<file path="config.mk">
export PLATFORM = sky130hd
export DESIGN_NAME = dac_sigma_delta_mod2
export DESIGN_NICKNAME = d
export VERILOG_FILES = /design/src/rtl/dac_dsm_pkg.sv /design/src/rtl/dsm_integrator_sat.sv /design/src/rtl/dac_sigma_delta_mod2.sv
export SDC_FILE = /design/constraint.sdc
export NUM_CORES = 1
export LEC_CHECK = 0
export CORE_UTILIZATION = 25
export CTS_CLUSTER_DIAMETER = 150
export DETAILED_ROUTE_END_ITERATION = 7
export PLACE_DENSITY = 0.41
export REMOVE_ABC_BUFFERS = 1
export SYNTH_ARGS = -nofsm -noshare
export SYNTH_HDL_FRONTEND = slang
export SYNTH_SLANG_ARGS = --single-unit
</file>
<file path="constraint.sdc">
create_clock -name clk -period 21.5 [get_ports clk]
set_input_delay 3.225 -clock clk [delete_from_list [all_inputs] [get_ports clk]]
set_output_delay 3.225 -clock clk [all_outputs]
set_load 0.05 [all_outputs]
</file>
<file path="src/rtl/dac_dsm_pkg.sv">
// dac_dsm_pkg
// Shared constants and elaboration-time helpers for the sigma-delta DAC
// modulator: internal integrator width, full-scale feedback value,
// saturation limits and the dither LFSR polynomial/seed.
package dac_dsm_pkg;

  localparam logic [15:0] LFSR_SEED = 16'hACE1;
  // x^16+x^14+x^13+x^11+1 in right-shifting Fibonacci form:
  // the feedback bit is the XOR of state bits 0, 2, 3 and 5.
  localparam logic [15:0] LFSR_TAPS = 16'h002D;

  function automatic int calc_bw_int(input int bw, input int guard);
    return bw + guard;
  endfunction

  // Feedback magnitude: 2^(bw-1), one LSB above the largest positive sample.
  function automatic longint calc_fs(input int bw);
    return longint'(1) <<< (bw - 1);
  endfunction

  function automatic longint sat_max(input int w);
    return (longint'(1) <<< (w - 1)) - 1;
  endfunction

  function automatic longint sat_min(input int w);
    return -(longint'(1) <<< (w - 1));
  endfunction

endpackage

</file>
<file path="src/rtl/dsm_integrator_sat.sv">
// dsm_integrator_sat
// One saturating integrator stage: acc_n = clamp(acc + delta), acc <= acc_n.
// The sum is formed two bits wider than the accumulator so it can never wrap
// before the clamp looks at it.
// Ports:
//   clk, rst  clock and asynchronous active-high reset (acc clears to 0)
//   delta     signed increment, W+2 bits
//   acc_n     clamped next value (combinational, also used by the next stage)
//   sat       high while the clamp is active this cycle
module dsm_integrator_sat
  import dac_dsm_pkg::*;
#(
  parameter int W = 20
) (
  input  logic                clk,
  input  logic                rst,
  input  logic signed [W+1:0] delta,
  output logic signed [W-1:0] acc_n,
  output logic                sat
);

  localparam logic signed [W+1:0] ACC_MAX = (W+2)'(sat_max(W));
  localparam logic signed [W+1:0] ACC_MIN = (W+2)'(sat_min(W));

  logic signed [W-1:0] acc;
  logic signed [W+1:0] sum;

  assign sum = $signed({{2{acc[W-1]}}, acc}) + delta;

  always_comb begin
    acc_n = sum[W-1:0];
    sat   = 1'b0;
    if (sum > ACC_MAX) begin
      acc_n = ACC_MAX[W-1:0];
      sat   = 1'b1;
    end else if (sum < ACC_MIN) begin
      acc_n = ACC_MIN[W-1:0];
      sat   = 1'b1;
    end
  end

  always_ff @(posedge clk or posedge rst) begin
    if (rst) acc <= '0;
    else     acc <= acc_n;
  end

endmodule

</file>
<file path="src/rtl/dac_sigma_delta_mod2.sv">
// dac_sigma_delta_mod2
// 1-bit sigma-delta DAC modulator, loop order 1 or 2, with saturating
// guard-bit integrators and a one-sample input buffer released every OSR
// clocks. The modulator itself runs every clock.
// Ports:
//   clk         clock
//   rst_i       asynchronous active-high reset
//   dac_i       signed input sample (BW bits)
//   in_valid_i  dac_i valid
//   in_ready_o  buffer empty, a sample can be accepted
//   dac_o       registered output bitstream
//   underrun_o  one-cycle pulse: a release tick found the buffer empty
//   sat_o       sticky: some integrator clamped since reset
// Build option: DSM_DITHER_EN adds the LSB of a 16-bit LFSR to the first
// integrator input to break up idle tones.
module dac_sigma_delta_mod2
  import dac_dsm_pkg::*;
#(
  parameter int BW    = 16,
  parameter int ORDER = 2,
  parameter int GUARD = 4,
  parameter int OSR   = 64
) (
  input  logic                 clk,
  input  logic                 rst_i,
  input  logic signed [BW-1:0] dac_i,
  input  logic                 in_valid_i,
  output logic                 in_ready_o,
  output logic                 dac_o,
  output logic                 underrun_o,
  output logic                 sat_o
);

  localparam int BW_INT = calc_bw_int(BW, GUARD);
  localparam int CW     = (OSR > 1) ? $clog2(OSR) : 1;
  localparam logic signed [BW_INT+1:0] FS_P = (BW_INT+2)'(calc_fs(BW));
  localparam logic signed [BW_INT-1:0] ZERO = '0;

  logic signed [BW-1:0]     smp_buf;
  logic                     buf_full;
  logic signed [BW-1:0]     x_reg;
  logic [CW-1:0]            osr_cnt;
  logic                     tick;
  logic                     accept;
  logic signed [BW_INT+1:0] x_ext;
  logic signed [BW_INT+1:0] y;
  logic signed [BW_INT+1:0] delta1;
  logic signed [BW_INT-1:0] int1_n;
  logic                     sat1;
  logic                     sat2;
  logic                     dac_next;

  // Ready depends on registered state only.
  assign in_ready_o = ~buf_full;
  assign accept     = in_valid_i & ~buf_full;
  assign tick       = (osr_cnt == CW'(OSR - 1));

  assign x_ext = {{(BW_INT + 2 - BW){x_reg[BW-1]}}, x_reg};
  assign y     = dac_o ? FS_P : -FS_P;

`ifdef DSM_DITHER_EN
  logic [15:0] lfsr;

  always_ff @(posedge clk or posedge rst_i) begin
    if (rst_i) lfsr <= LFSR_SEED;
    else       lfsr <= {^(lfsr & LFSR_TAPS), lfsr[15:1]};
  end

  assign delta1 = x_ext - y + $signed({{(BW_INT + 1){1'b0}}, lfsr[0]});
`else
  assign delta1 = x_ext - y;
`endif

  dsm_integrator_sat #(.W(BW_INT)) u_int1 (
    .clk   (clk),
    .rst   (rst_i),
    .delta (delta1),
    .acc_n (int1_n),
    .sat   (sat1)
  );

  if (ORDER == 2) begin : g_ord2
    logic signed [BW_INT+1:0] delta2;
    logic signed [BW_INT-1:0] int2_n;

    // Second stage sees the first stage's fresh value and twice the feedback.
    assign delta2 = $signed({{2{int1_n[BW_INT-1]}}, int1_n}) - (y <<< 1);

    dsm_integrator_sat #(.W(BW_INT)) u_int2 (
      .clk   (clk),
      .rst   (rst_i),
      .delta (delta2),
      .acc_n (int2_n),
      .sat   (sat2)
    );

    assign dac_next = (int2_n >= ZERO);
  end else if (ORDER == 1) begin : g_ord1
    assign sat2     = 1'b0;
    assign dac_next = (int1_n >= ZERO);
  end else begin : g_bad_order
    $error("dac_sigma_delta_mod2: ORDER must be 1 or 2");
  end

  if (OSR < 1) begin : g_bad_osr
    $error("dac_sigma_delta_mod2: OSR must be at least 1");
  end

  always_ff @(posedge clk or posedge rst_i) begin
    if (rst_i) begin
      smp_buf    <= '0;
      buf_full   <= 1'b0;
      x_reg      <= '0;
      osr_cnt    <= '0;
      dac_o      <= 1'b0;
      underrun_o <= 1'b0;
      sat_o      <= 1'b0;
    end else begin
      osr_cnt    <= tick ? '0 : osr_cnt + CW'(1);
      underrun_o <= tick & ~buf_full;
      dac_o      <= dac_next;
      sat_o      <= sat_o | sat1 | sat2;
      // A release and an accept are exclusive: accept needs an empty buffer.
      if (tick && buf_full) begin
        x_reg    <= smp_buf;
        buf_full <= 1'b0;
      end else if (accept) begin
        smp_buf  <= dac_i;
        buf_full <= 1'b1;
      end
    end
  end

endmodule

</file>
==> Word-level counts from Yosys, hierarchy flattened <==
Cells that the tools add are included.
{ "word_totals": {"ff_bits": 82, "input_bits": 19, "out_inout_bits": 4, "elab_cells": 41} }
{ "op_classes": {"add_sub_neg": 5, "n_lt_le_gt_ge": 5, "eq_ne": 1, "mux": 12, "bitwise": 6, "n_reduce_logical": 3} }
{ "ops": {"columns": ["operator", "count"], "rows": [
  ["20-bit two-way mux", 4],
  ["20-bit by 22-bit adder with 22-bit output", 2],
  ["22-bit by 20-bit greater-than comparator with 1-bit output, second input constant", 2],
  ["22-bit by 20-bit less-than comparator with 1-bit output, second input constant", 2],
  ["22-bit two-way mux", 1],
  ["16-bit by 22-bit subtractor with 22-bit output", 1],
  ["20-bit by 22-bit subtractor with 22-bit output", 1],
  ["20-bit by 1-bit greater-or-equal comparator with 1-bit output, second input constant", 1],
  ["6-bit by 1-bit adder with 6-bit output, second input constant", 1],
  ["6-bit == test, second input constant", 1],
  ["1-bit two-way mux", 6],
  ["6-bit two-way mux", 1],
  ["1-bit bitwise AND", 2],
  ["1-bit inverter", 2],
  ["1-bit bitwise OR", 2],
  ["2-bit AND reduction", 1],
  ["2-bit nonzero test", 1],
  ["1-bit logical AND", 1]
]} }

==> Logic depth before layout (Yosys ltp) <==
{ "logic_depth": {"ltp_word": 12, "depth_mapped": 32, "depth_no_buf": 28} }

==> Cells and area by module <==
A second synthesis with hierarchy kept.
{ "hier_totals": {"hier_cells": 557, "area_unflattened_um2": 5885.6} }
{ "modules_own_cells": {"columns": ["mod", "instances", "cells_each", "area_per_inst_um2", "seq_area_each_um2"], "rows": [
  ["dsm_integrator_sat", 2, 214, 2035.7, 500.5],
  ["dac_sigma_delta_mod2", 1, 129, 1814.2, 1051.0]
]} }

==> Least setup slack after synthesis <==
OpenSTA, ideal clock, no wires.
{ "synth_timing": {"path_type": "reg-to-reg", "start": "register dac_o", "end": "register sat_o", "setup_time_ps": 132, "arrival_ps": 7146, "t_required_ps": 21368, "setup_slack_ps": 14222, "stages_incl_launch_ff": 29, "path_buffers": 2, "period_less_slack_ps": 7278, "path_cell_list": "dfrtp_1 -> inv_1 -> fa_1 -> inv_1 -> ha_1 -> a21o_1 -> a21oi_1 -> o21ai_0 -> a21o_1 -> o21a_1 -> or2_2 -> a21oi_1 -> clkbuf_1 -> nor2_1 -> ha_1 -> inv_1 -> ha_1 -> a21o_1 -> a21oi_1 -> nor2b_1 -> a31oi_1 -> a2111oi_0 -> nor3b_1 -> a2111o_1 -> a21oi_1 -> a41o_1 -> a311oi_2 -> buf_4 -> or3b_1"} }
{ "synth_via": {"elab_chain_cells": 12, "word_cells_on_any_way": 17, "cone_classes": "add/sub (4); order compare (4); mux (7); bitwise (2)"} }
{ "synth_lines": {"columns": ["item", "line_no", "rtl"], "rows": [
  ["start, declared", "dac_sigma_delta_mod2.sv:29", "output logic dac_o,"],
  ["start signal, assigned", "dac_sigma_delta_mod2.sv:121", "dac_o <= dac_next;"],
  ["22-bit two-way mux (*)", "dac_sigma_delta_mod2.sv:59", "assign y = dac_o ? FS_P : -FS_P;"],
  ["16-bit by 22-bit subtractor with 22-bit output", "dac_sigma_delta_mod2.sv:71", "assign delta1 = x_ext - y;"],
  ["20-bit by 22-bit adder with 22-bit output", "dsm_integrator_sat.sv:28", "assign sum = $signed({{2{acc[W-1]}}, acc}) + delta;"],
  ["22-bit by 20-bit less-than comparator with 1-bit output", "dsm_integrator_sat.sv:36", "end else if (sum < ACC_MIN) begin"],
  ["20-bit two-way mux", "dsm_integrator_sat.sv:36", null],
  ["20-bit two-way mux", "dsm_integrator_sat.sv:33", "if (sum > ACC_MAX) begin"],
  ["20-bit by 22-bit subtractor with 22-bit output", "dac_sigma_delta_mod2.sv:87", "assign delta2 = $signed({{2{int1_n[BW_INT-1]}}, int1_n}) - (y <<< 1);"],
  ["20-bit by 22-bit adder with 22-bit output", "dsm_integrator_sat.sv:28", null],
  ["22-bit by 20-bit less-than comparator with 1-bit output", "dsm_integrator_sat.sv:36", null],
  ["1-bit two-way mux", "dsm_integrator_sat.sv:36", null],
  ["1-bit two-way mux", "dsm_integrator_sat.sv:33", null],
  ["1-bit bitwise OR (*)", "dac_sigma_delta_mod2.sv:122", "sat_o <= sat_o | sat1 | sat2;"],
  ["end signal, assigned", "dac_sigma_delta_mod2.sv:122", null],
  ["end, declared", "dac_sigma_delta_mod2.sv:31", "output logic sat_o"]
]} }
Every way passes the cells marked *; elsewhere a longest branch is shown, timed or not.
A chain may end at the register's enable or synchronous reset.

==> Final worst setup path <==
Ends and elaborated chain as after synthesis.

==> flow_metrics.tcl <==
set metrics [dict create \
    status "completed" \
    fillers 2575 \
    reg_top3 "g_ord2.u_int2.acc x20, u_int1.acc x20" \
    drive_above_1_share_pct 11.2 \
    clk_pin_slew_worst_paths_ns 0.07 \
    p_comb_share_pct 3.1 \
    max_freq_mhz 125 \
    fin_crit_sh_pct 37.3 \
    ys_async_sr_fraction_pct 100 \
    clockBufferDepth 2 \
    rsz0062_at_grt "no" \
    cts_setup_buffers 0 \
    final_common_cell "inv_1" \
    ys_types 58 \
    critPathMaxFanout 20 \
    drv_cap 0 \
    crit_top_cell "inv_1" \
    grt_pass1_wl_um 22400 \
    yosys_warnings 0 \
    rows 56 \
    vias 4507 \
    r2r_start "dac_o" \
    crit_type "register to register" \
    tightest_slew_ns 1.06 \
    wl_um 13300 \
    worst_setup_path_end_kind "register" \
    slew_headroom_pct 29.0 \
    gp_congestion 0.844 \
    dieArea_um2 25000 \
    ios 23 \
    slew_violations 0 \
    critical_path_required_ns 21.79 \
    clock_latency_ns 0.35 \
    final-setup-viol-count 0 \
    whs_ns 0.478 \
    tritoncts "yes" \
    r2r-end "sat_o" \
    syn_area_um2 6090 \
    fin_util_pct 29.4 \
    skew_ns 0.0107 \
    fin_crit_ns 8.01 \
    finalHoldViolCount 0 \
    hold_path_depth 1 \
    portBuffers 22 \
    synth_edf_count 0 \
    critPathMaxStageDelay_ns 0.75 \
    route.detailed.drc 0 \
    cts_buffers 9 \
    place_ws_ns 13.45 \
    die_h_um 158 \
    track_usage_pct 11.6 \
    wl_per_cell_um 13.2 \
    p_leak_nw 3.55 \
    grt_max_degree 46 \
    r2r_setup_slack_ns 13.49 \
    cts_root_buffer "clkbuf_16" \
    vias_per_cell 4.48 \
    synth_ff_type "dfrtp_1" \
    synthCells 661 \
    setup_tns_ns 0 \
    htree_levels 3 \
    drt_iter0_drc 224 \
    crit_arrival_ns 8.30 \
    cp-endpoint "sat_o" \
    cts.sinks 82 \
    crit_path_start_kind "register" \
    p_clk_share_pct 48.8 \
    ant_nets 0 \
    swShare_pct 22.9 \
    power_density_nw_per_um2 47.7 \
    post-dp-hpwl_um 10100 \
    internal_power_uw 256 \
    ctsResizeCount 0 \
    max-vdd-ir-drop_mv 0.0297 \
    grt_pass1_vias 4569 \
    syn_avg_cell_area_um2 9.21 \
    antenna_cells 0 \
    setup_ws_ns 13.49 \
    p_seq_share_pct 48.1 \
    grt_remaining_overflow 0 \
    crit_slowest_cell "nand3_1" \
    start_util_pct 25.7 \
    reg2regPathDepth 29 \
    yosysSeqAreaShare_pct 33.7 \
    min_path_type "register to register" \
    final_cell_mix "inv_1, dfrtp_1, ha_1" \
    hold_buffers 0 \
    power.switching_uw 76.1 \
    firstDrtPassIters 4 \
    coreArea_um2 23700 \
    area_growth_pct 14.5 \
    critPathLaunch "dac_o" \
    fin_nets 781 \
    ys_ff_latch 82 \
    die_w_um 158 \
    antenna_found_initial 0 \
]
==> cell usage after synthesis (all sizes together), types with 3 or more instances <==
cell / count / area share [%]
fa: 7 / 2.3
o211a: 4 / 0.66
nor3b: 3 / 0.37
nand2: 24 / 1.5
a211oi: 3 / 0.37
dfrtp: 82 / 34
buf: 7 / 0.82
ha: 73 / 15
nand4: 3 / 0.31
a31oi: 7 / 0.72
nand2b: 6 / 0.62
and4: 3 / 0.43
xnor2: 20 / 2.9
o31ai: 5 / 0.62
nor3: 12 / 0.99
or2: 4 / 0.41
a21o: 28 / 3.5
o211ai: 4 / 0.58
clkbuf: 10 / 0.62
o21ai: 41 / 4.0
and3: 6 / 0.62
nor2: 23 / 1.4
xor2: 15 / 2.2
a21oi: 48 / 4.1
inv: 139 / 8.6
nor2b: 6 / 0.62
o21bai: 5 / 0.62
mux2: 32 / 5.9
nand3: 8 / 0.66
o21a: 8 / 0.99
==> power groups by stage <==
stage	registers (mW)	logic, mW	clock network [mW]
2_1_floorplan	0.162	0.00568	0
3_3_place_gp	0.163	0.0106	0
3_5_place_dp	0.163	0.0107	0
4_1_cts	0.160	0.0109	0.170
5_1_grt	0.160	0.0118	0.176
6_report	0.160	0.0103	0.162
==> metal layers <==
layer,global-route usage (%),vias up,part of all wire (%)
met5,0,-,0
met4,3.94,0,1.1
met2,18.5,66,45
met3,2.24,10,3.6
li1,-,2281,-
met1,15.5,2150,50
==> final cells by class <==
type,count,area (um2),area share (%)
Inverter,139,523,7.50
Multi-Input combinational cell,423,3430,49.2
Tap cell,319,399,5.73
Clock inverter,7,85.1,1.22
Timing Repair Buffer,27,258,3.70
Sequential cell,82,2050,29.4
Clock buffer,9,225,3.23
==> critical path: cells and delay by family (launching register included) <==
family | cells | cell delay, ns
AOI/OAI and AO/OA | 13 | 3.37
and+or+nand+nor | 7 | 1.99
adders and majority gates | 4 | 1.35
buffers and inverters | 5 | 0.63
DFF | 1 | 0.59
==> worst min path at each step <==
stage               slack, ns       start         end
global placement         0.46  osr_cnt[4]  osr_cnt[4]
finish                   0.48  osr_cnt[5]  osr_cnt[5]
detailed placement       0.47  osr_cnt[5]  osr_cnt[5]
CTS                      0.48  osr_cnt[5]  osr_cnt[5]
global route             0.50  osr_cnt[4]  osr_cnt[4]
floorplan                0.44  osr_cnt[5]  osr_cnt[5]
==> logic make-up after synthesis <==
kind of cell | share of synthesized area [%]
fa+ha+maj | 17.3
flops | 33.7
simple gates | 8.65
xor+xnor | 5.03
compound gates | 19.4
mux | 5.92
buf+inv | 10.0
==> per-stage QoR <==
step                total power, mW  cells  instance area (um2)
floorplan                     0.168    644                 6000
global placement              0.173    990                 6660
detailed placement            0.174    990                 6660
CTS                           0.340   1006                 6970
global route                  0.348   1006                 6970
finish                        0.332   1006                 6970
No activity file was read; power rests on OpenSTA's default activity.
